--- src/rtl/uart_rx_unit.sv ---
// 8N1 UART receiver with start/stop validation feeding a first-word-fall-through FIFO.
// Sticky frame_err/overrun flags report bad stop bits and bytes dropped on a full FIFO.
module uart_rx_unit #(
   parameter int CLKS_PER_BIT = 868,
   parameter int DEPTH        = 16,
   parameter int CNT_W        = $clog2(DEPTH) + 1
) (
   input  logic             clk,
   input  logic             rst,
   input  logic             rxd,
   output logic [7:0]       uart_rx_data,
   output logic             empty,
   input  logic             uart_rd_en,
   output logic [CNT_W-1:0] count,
   output logic             frame_err,
   output logic             overrun,
   input  logic             clr_err
);

   localparam int AW     = $clog2(DEPTH);
   localparam int BAUD_W = $clog2(CLKS_PER_BIT);
   localparam logic [BAUD_W-1:0] FULL_LAST = BAUD_W'(CLKS_PER_BIT - 1);
   localparam logic [BAUD_W-1:0] HALF_LAST = BAUD_W'(CLKS_PER_BIT / 2 - 1);

   localparam logic [2:0] S_IDLE  = 3'd0;
   localparam logic [2:0] S_START = 3'd1;
   localparam logic [2:0] S_DATA  = 3'd2;
   localparam logic [2:0] S_STOP  = 3'd3;
   localparam logic [2:0] S_BREAK = 3'd4;

   logic              sync1, rxs;
   logic [2:0]        state;
   logic [BAUD_W-1:0] baud;
   logic [2:0]        bit_idx;
   logic [7:0]        shift;
   logic              tick, push, set_fe;

   logic [7:0]        mem [DEPTH];
   logic [AW:0]       rd_ptr, wr_ptr;
   logic              full, pop, wr_en, drop;

   always_ff @(posedge clk) begin
      if (rst) begin
         sync1 <= 1'b1;
         rxs   <= 1'b1;
      end else begin
         sync1 <= rxd;
         rxs   <= sync1;
      end
   end

   // START waits half a bit so every later sample lands mid-bit
   assign tick   = (state == S_START) ? (baud == HALF_LAST) : (baud == FULL_LAST);
   assign push   = (state == S_STOP) && tick && rxs;
   assign set_fe = (state == S_STOP) && tick && !rxs;

   always_ff @(posedge clk) begin
      if (rst) begin
         state   <= S_IDLE;
         baud    <= '0;
         bit_idx <= '0;
         shift   <= '0;
      end else begin
         case (state)
            S_IDLE: begin
               baud <= '0;
               if (!rxs) state <= S_START;
            end
            S_START: begin
               if (tick) begin
                  baud    <= '0;
                  bit_idx <= '0;
                  state   <= rxs ? S_IDLE : S_DATA;
               end else begin
                  baud <= baud + 1'b1;
               end
            end
            S_DATA: begin
               if (tick) begin
                  baud           <= '0;
                  shift[bit_idx] <= rxs;
                  bit_idx        <= bit_idx + 1'b1;
                  if (bit_idx == 3'd7) state <= S_STOP;
               end else begin
                  baud <= baud + 1'b1;
               end
            end
            S_STOP: begin
               if (tick) begin
                  baud  <= '0;
                  state <= rxs ? S_IDLE : S_BREAK;
               end else begin
                  baud <= baud + 1'b1;
               end
            end
            S_BREAK: begin
               // a held-low line must return high before a new frame can start
               if (rxs) state <= S_IDLE;
            end
            default: state <= S_IDLE;
         endcase
      end
   end

   assign empty = (rd_ptr == wr_ptr);
   assign full  = (rd_ptr[AW-1:0] == wr_ptr[AW-1:0]) && (rd_ptr[AW] != wr_ptr[AW]);
   assign pop   = uart_rd_en && !empty;
   // a pop in the same cycle frees the slot, so a full FIFO can still accept
   assign wr_en = push && (!full || pop);
   assign drop  = push && full && !pop;

   assign uart_rx_data = mem[rd_ptr[AW-1:0]];

   always_ff @(posedge clk) begin
      if (!rst && wr_en) mem[wr_ptr[AW-1:0]] <= shift;
   end

   always_ff @(posedge clk) begin
      if (rst) begin
         rd_ptr <= '0;
         wr_ptr <= '0;
         count  <= '0;
      end else begin
         if (pop)   rd_ptr <= rd_ptr + 1'b1;
         if (wr_en) wr_ptr <= wr_ptr + 1'b1;
         if (wr_en && !pop)      count <= count + CNT_W'(1);
         else if (pop && !wr_en) count <= count - CNT_W'(1);
      end
   end

   always_ff @(posedge clk) begin
      if (rst) begin
         frame_err <= 1'b0;
         overrun   <= 1'b0;
      end else begin
         frame_err <= set_fe | (frame_err & ~clr_err);
         overrun   <= drop | (overrun & ~clr_err);
      end
   end

endmodule

--- config.mk ---
export PLATFORM = sky130hd
export DESIGN_NAME = uart_rx_unit
export DESIGN_NICKNAME = d
export VERILOG_FILES = /design/src/rtl/uart_rx_unit.sv
export SDC_FILE = /design/constraint.sdc
export NUM_CORES = 1
export LEC_CHECK = 0
export ABC_AREA = 1
export CAP_MARGIN = 20
export CORE_MARGIN = 1
export CORE_UTILIZATION = 40
export DETAILED_ROUTE_END_ITERATION = 6
export DONT_BUFFER_PORTS = 1
export GPL_TIMING_DRIVEN = 1
export SLEW_MARGIN = 10
export SYNTH_ARGS = -nofsm -noshare
export SYNTH_HDL_FRONTEND = slang
export SYNTH_SLANG_ARGS = --single-unit
--- constraint.sdc ---
create_clock -name clk -period 2.95 [get_ports clk]
set_clock_uncertainty 0.1 [all_clocks]
set_input_delay 0.295 -clock clk [delete_from_list [all_inputs] [get_ports clk]]
set_output_delay 0.295 -clock clk [all_outputs]
set_load 0.03 [all_outputs]
# Word level (Yosys, flattened, before mapping)
# Memory sizes are Yosys's and may differ from the RTL's. A register that Yosys moved wholly into a read port is not among the register bits.
# Cells that the tools add are included.
[classes]
n_mux = 24
add_sub_neg = 6
reduce_logical = 27
eq_ne = 16
n_shift = 0
n_bitwise = 5
order_cmp = 2
n_div = 0
multipliers = 0
[op_table]
columns = ["cell", "n"]
rows = [
  ["2-to-1 mux 3 bit", 9],
  ["case mux 10 bit (2 select lines)", 1],
  ["adder 5 x 1 -> 5 bit, second input constant", 3],
  ["case mux 3 bit (5 select lines)", 1],
  ["logical AND 1 bit", 12],
  ["!= test 2 bit, second input constant", 6],
  ["adder 10 x 1 -> 10 bit, second input constant", 1],
  ["== test 10 bit, second input constant", 1],
  ["== test 10 x 9 -> 1 bit, second input constant", 1],
  ["2-to-1 mux 10 bit", 1],
  ["2-to-1 mux 5 bit", 2],
  ["bitwise mux 8 bit", 1],
  ["2-to-1 mux 4 bit", 2],
  ["== test 3 x 2 -> 1 bit, second input constant", 2],
  ["== test 3 bit, second input constant", 2],
  ["zero test 1 bit", 6],
  ["case mux 3 bit (2 select lines)", 1],
  ["AND reduction 6 bit", 1],
  ["nonzero test 2 bit", 3],
  ["== test 5 bit", 1],
  ["subtractor 5 x 1 -> 5 bit, second input constant", 1],
  ["== test 4 bit", 1],
  ["< comparator 3 x 4 -> 1 bit, second input constant", 1],
  ["2-to-1 mux 1 bit", 4],
  ["other kinds (14)", 16],
]
[totals]
out_inout_bits = 16
input_bits = 5
latch_bits = 0
mem_bits_rw = 128
register_bits = 43
mem_count = 1
mem_bits_ro = 0
word_cells = 92
[mem_list]
columns = ["name", "depth", "word_bits", "rd", "rd_clocked_by_memory_dff", "wr", "line_no", "rtl"]
rows = [
  ["mem", 16, 8, 1, 1, 1, "38", "logic [7:0] mem [DEPTH];"],
]

# Depth between registers and ports, before layout
[logic_depth]
depth_word = 9
mapped_depth = 19
mapped_depth_nobuf = 19

# Worst setup path before layout
# OpenSTA, ideal clock, no wires.
[synth_timing]
path_kind = "flip-flop to flip-flop"
from = "register baud[8]"
to = "register count[4]"
path_buffers = 0
path_stages_with_launch = 17
required_time_ps = 2731
arrival_ps = 2428
setup_time_ps = 119
period_less_slack_ps = 2647
setup_slack_ps = 303
cell_sequence = "dfxtp_1 -> nand3_1 -> nor3_4 -> nand4_2 -> nor2_4 -> nand2_4 -> inv_2 -> ha_1 -> inv_1 -> fa_1 -> a21o_1 -> a21oi_1 -> nor2_1 -> nor2_1 -> nand2_1 -> o21ai_0 -> a21oi_1"
[synth_between]
elab_chain_cells = 8
word_cells_on_any_way = 11
classes_between = "eq/ne (2); mux (2); reduce/logical (7)"
[synth_rtl]
columns = ["item", "line_no", "rtl"]
rows = [
  ["start, declared", "33", "logic [BAUD_W-1:0] baud;"],
  ["start signal, assigned", "75", "baud <= baud + 1'b1;"],
  ["start signal, assigned", "85", "baud <= baud + 1'b1;"],
  ["start signal, assigned", "93", "baud <= baud + 1'b1;"],
  ["== test 10 bit or == test 10 x 9 -> 1 bit (tied branches)", "53", "assign tick = (state == S_START) ? (baud == HALF_LAST) : (baud == FULL_LAST);"],
  ["2-to-1 mux 1 bit (*)", "53", ""],
  ["logical AND 1 bit (*) (2 in series)", "54", "assign push = (state == S_STOP) && tick && rxs;"],
  ["logical AND 1 bit (*)", "109", "assign wr_en = push && (!full || pop);"],
  ["zero test 1 bit", "127", "else if (pop && !wr_en) count <= count - CNT_W'(1);"],
  ["logical AND 1 bit", "127", ""],
  ["nonzero test 2 bit (no source line)", "--", ""],
  ["end signal, assigned", "126", "if (wr_en && !pop) count <= count + CNT_W'(1);"],
  ["end signal, assigned", "127", ""],
  ["end, declared", "14", "output logic [CNT_W-1:0] count,"],
]
# Every way passes the cells marked *; elsewhere a longest branch is shown, timed or not.
# A chain may end at the register's enable or synchronous reset.

# Worst setup path after layout
[layout_timing]
from = "register state[2]"
to = "register count[4]"
[layout_between]
elab_chain_cells = 8
word_cells_on_any_way = 11
classes_between = "eq/ne (2); mux (2); reduce/logical (7)"
[layout_rtl]
columns = ["item", "line_no", "rtl"]
rows = [
  ["start, declared", "32", "logic [2:0] state;"],
  ["start signal, assigned", "73", "state <= rxs ? S_IDLE : S_DATA;"],
  ["start signal, assigned", "91", "state <= rxs ? S_IDLE : S_BREAK;"],
  ["== test 3 x 1 -> 1 bit", "53", ""],
  ["2-to-1 mux 1 bit", "53", ""],
  ["logical AND 1 bit (*) (2 in series)", "54", ""],
  ["logical AND 1 bit (*)", "109", ""],
  ["zero test 1 bit", "127", ""],
  ["logical AND 1 bit", "127", ""],
  ["nonzero test 2 bit (no source line)", "--", ""],
]
# Marks and branches as above.

==> impl_metrics.prom <==
# TYPE chip_impl_metric gauge
chip_impl_metric{name="final-setup-viol-count",unit=""} 0
chip_impl_metric{name="power.leakage",unit="nW"} 3.32
chip_impl_metric{name="synthesis.instances",unit=""} 731
chip_impl_metric{name="timing.critical_path.depth",unit=""} 19
chip_impl_metric{name="chipWidth",unit="µm"} 141
chip_impl_metric{name="average_instance_area_after_synthesis",unit="µm²"} 10.6
chip_impl_metric{name="async_reset_ff_frac",unit=""} 0
chip_impl_metric{name="coreArea",unit="mm²"} 0.0189
chip_impl_info{name="postSynth.topFlopCell",value="edfxtp_1"} 1
chip_impl_metric{name="synth.mux.area_fraction",unit=""} 0.0412
chip_impl_metric{name="minimum_clock_period_after_layout",unit="ps"} 2720
chip_impl_info{name="synth_common_cells",value="128 x edfxtp_1, 89 x inv_1, 85 x nand2_1"} 1
chip_impl_metric{name="groute.usage.overall",unit=""} 0.176
chip_impl_info{name="hp-class",value="in2reg"} 1
chip_impl_metric{name="number_of_detailed_routing_iterations_run_before_antenna_repair",unit=""} 5
chip_impl_metric{name="cts_inserted_buffers",unit=""} 17
chip_impl_metric{name="place_congestion",unit=""} 0.856
chip_impl_metric{name="final_net_count",unit=""} 781
chip_impl_info{name="yosysMostFrequentCell",value="edfxtp_1"} 1
chip_impl_metric{name="critical_path.max_fanout",unit=""} 7
chip_impl_metric{name="dpl_worst_slack",unit="ps"} 122
chip_impl_metric{name="initialDrtViolationCount",unit=""} 394
chip_impl_metric{name="finalCoreUtilization",unit=""} 0.471
chip_impl_metric{name="cp.arrival",unit="ps"} 2930
chip_impl_info{name="critical-path-slowest-cell",value="fa_2"} 1
chip_impl_metric{name="timing.fmax",unit="MHz"} 368
chip_impl_info{name="cts_tree",value="done"} 1
chip_impl_info{name="critical-path-top-cell-by-count",value="inv_2"} 1
chip_impl_metric{name="synth_xor_area_frac",unit=""} 0.0135
chip_impl_metric{name="cp_slowest_stage_delay",unit="ps"} 360
chip_impl_metric{name="drt-vias-per-instance",unit=""} 5.07
chip_impl_metric{name="synth-seq-area-share",unit=""} 0.616
chip_impl_metric{name="insertion_delay",unit="ps"} 420
chip_impl_metric{name="clk_transition_reported_paths",unit="ps"} 60
chip_impl_info{name="worst_setup_path_end_kind",value="flop"} 1
chip_impl_metric{name="synth_compound_gate_area_share",unit=""} 0.109
chip_impl_metric{name="rr_worst_depth",unit=""} 19
chip_impl_metric{name="hold_path_depth",unit=""} 3
chip_impl_metric{name="flow.area_growth_from_synthesis",unit="%"} 14.6
chip_impl_metric{name="ys.warnings.count",unit=""} 0
chip_impl_metric{name="data_required_time_of_the_critical_path",unit="ps"} 3160
chip_impl_info{name="status",value="finished clean"} 1
chip_impl_info{name="critical_path_class",value="reg2reg"} 1
chip_impl_metric{name="cts.path.max_buffers",unit=""} 2
chip_impl_metric{name="timing_worst_slew_pin_value",unit="ps"} 744
chip_impl_metric{name="finalCritPeriodShare",unit=""} 0.922
chip_impl_metric{name="timing.slew.headroom",unit=""} 0.503
chip_impl_metric{name="placementRows",unit=""} 50
chip_impl_metric{name="place_hpwl",unit="µm"} 10800
chip_impl_metric{name="report.power.total",unit="mW"} 5.39
chip_impl_metric{name="maxCapViolations",unit=""} 0
chip_impl_metric{name="post-route-drc-count",unit=""} 0
chip_impl_metric{name="fp.dieArea",unit="mm²"} 0.0200
chip_impl_metric{name="dieHeight",unit="µm"} 141
chip_impl_metric{name="synth-edff-count",unit=""} 128
chip_impl_info{name="cts-root-buf",value="clkbuf_16"} 1
chip_impl_metric{name="worstPathBufferInverterCount",unit=""} 4
chip_impl_metric{name="antenna_left",unit=""} 0
chip_impl_metric{name="grt_start_max_net_pins",unit=""} 48
chip_impl_metric{name="final_layout_size_suffix_gt1_frac",unit=""} 0.138
chip_impl_metric{name="report.final.hold_viol_count",unit=""} 0
chip_impl_metric{name="timing_max_transition_violations_final",unit=""} 0
chip_impl_info{name="synth_top_family_by_area",value="simple AND/OR/NAND/NOR gates"} 1
chip_impl_metric{name="buffer_ports.inserted",unit=""} 0
chip_impl_info{name="ys_top_cells_by_area",value="edfxtp_1 49%, dfxtp_1 12%, inv_1 4.3%"} 1
chip_impl_metric{name="initial_utilization",unit=""} 0.411
chip_impl_metric{name="ys_types",unit=""} 38
chip_impl_metric{name="antenna-diode-count",unit=""} 0
chip_impl_metric{name="globalRouteOverflowTotal",unit=""} 0
chip_impl_metric{name="aggregate_routed_wire_length",unit="µm"} 16500
chip_impl_metric{name="ioPinCount",unit=""} 21
chip_impl_metric{name="power_density",unit="mW/mm²"} 606
chip_impl_info{name="synth_largest_area_cell",value="edfxtp_1"} 1
chip_impl_metric{name="htree_num_levels",unit=""} 4
chip_impl_info{name="cp-start-kind",value="flop"} 1
chip_impl_metric{name="post_synth_instance_area",unit="mm²"} 0.00777
chip_impl_info{name="cp_cell_instances",value="inv_2 > nand3_4 > inv_4 > nand2_2 > nand2_4 > nand4_4 > nor2_4 > nand2_4 > inv_2 > ha_2 > inv_2 > fa_2 > a21o_1 > a21oi_2 > nor2_1 > nor2_1 > nand2_1 > o21ai_1 > a21oi_1"} 1
chip_impl_metric{name="finalSetupTns",unit="ps"} 0
chip_impl_metric{name="synthSimpleGateAreaFrac",unit=""} 0.136
chip_impl_metric{name="grt_pass1_vias",unit=""} 5131
chip_impl_metric{name="grt_pass1_wl",unit="µm"} 26800
chip_impl_metric{name="drt-wirelength-per-cell",unit="µm"} 16.0
chip_impl_metric{name="synth_fa_ha_area_frac",unit=""} 0.0219
chip_impl_metric{name="clock_sinks",unit=""} 175
chip_impl_info{name="worst_path_dominant_cell_family",value="simple AND/OR/NAND/NOR gates"} 1
chip_impl_metric{name="final.setup.worst_slack",unit="ps"} 230
chip_impl_metric{name="initial_antenna_violation_count",unit=""} 0
chip_impl_metric{name="syn_nets",unit=""} 749
chip_impl_metric{name="yosys.area.top_type_share",unit=""} 0.495
chip_impl_metric{name="synth.ff_latch_count",unit=""} 175
chip_impl_metric{name="vias",unit=""} 5246
chip_impl_metric{name="vdd.ir_drop.worst",unit="mV"} 0.393
## worst register-to-register path: stages, from the launching register on
cell and delay, ps:
dfxtp_1 320, inv_2 130, nand3_4 130, inv_4 90, nand2_2 60, nand2_4 90, nand4_4 120, nor2_4 160
nand2_4 50, inv_2 50, ha_2 190, inv_2 70, fa_2 360, a21o_1 180, a21oi_2 140, nor2_1 50
nor2_1 90, nand2_1 70, o21ai_1 110, a21oi_1 50
## final timing paths
path	start	end	slack [ps]
worst max-delay path	state[2]	count[4]	230
worst min-delay path	uart_rd_en	rd_ptr[4]	30
worst max register to register	state[2]	count[4]	230
worst min register to register	sync1	rxs	310
## power by group
| group | switching, mW | internal [mW] |
|---|---|---|
| Clock | 0.875 | 1.23 |
| Combinational | 0.352 | 0.231 |
| Sequential | 0.0648 | 2.64 |
| Total | 1.29 | 4.10 |
## layer usage
metal | up-vias | track usage | share of wire
met2 | 117 | 0.297 | 0.50
met5 | - | 0 | 0
met3 | 14 | 0.0422 | 0.050
met1 | 2539 | 0.225 | 0.44
met4 | 0 | 0.0538 | 0.012
li1 | 2576 | - | -
## flip-flops by register name (all words and copies together) (netlist names), named ones only
| signal | count |
|---|---|
| mem | 128 |
| state | 3 |
| count | 5 |
| rxs | 1 |
| shift | 8 |
| wr_ptr | 5 |
| rd_ptr | 5 |
| baud | 10 |
| frame_err | 1 |
| sync1 | 1 |
| overrun | 1 |
| bit_idx | 3 |
## what timing repair did
item                                    4_1_cts  5_1_grt
hold endpoints to repair                     14        0
endpoints found under the setup margin        0        2
gates resized for setup                       0       15
hold buffers                                  3        0
buffers inserted                              0        9
## cells in the final DEF (no fill, tap or decap), types with 2 or more instances in the layout
cell type	n
a21oi_1	51
buf_4	37
bufinv_16	2
clkbuf_1	3
clkbuf_16	17
clkinv_2	2
clkinvlp_4	3
dfxtp_1	42
dfxtp_2	4
dlygate4sd3_1	3
edfxtp_1	128
ha_1	10
inv_1	87
inv_2	7
mux2i_1	32
nand2_1	84
nand2_2	3
nand2_4	5
nand3_1	24
nand3_2	4
nand4_1	11
nor2_1	75
nor2_4	2
nor3_1	7
o211ai_1	32
o21ai_0	51
o21ai_1	12
or2_2	4
xnor2_1	3
xor2_1	9
## cell families (layout without fill, tap and decap cells)
kind of cell,Yosys count,in the layout
XOR/XNOR,12,12
AO/OA/AOI/OAI,150,150
adder cells (fa/ha/maj),13,13
multiplexers,32,32
buffers and inverters,124,166
flip-flops,175,175
AND/OR/NAND/NOR,225,226
## stage by stage
step           hold slack, ps  instances  cell area, µm²
3_5_place_dp              268        991            8200
4_1_cts                  73.9       1024            8780
6_report                 30.9       1034            8900
3_3_place_gp              267        991            8200
5_1_grt                  76.1       1034            8900
2_1_floorplan             289        731            7770
## cell type report
type	instances	area (µm²)
Tap cell	260	325
Timing Repair Buffer	41	328
Multi-Input combinational cell	433	2550
Clock buffer	20	437
Fill cell	1744	9990
Inverter	95	359
Sequential cell	175	4790
Clock inverter	10	115
Note: power is estimated with default switching activity, not from simulation.
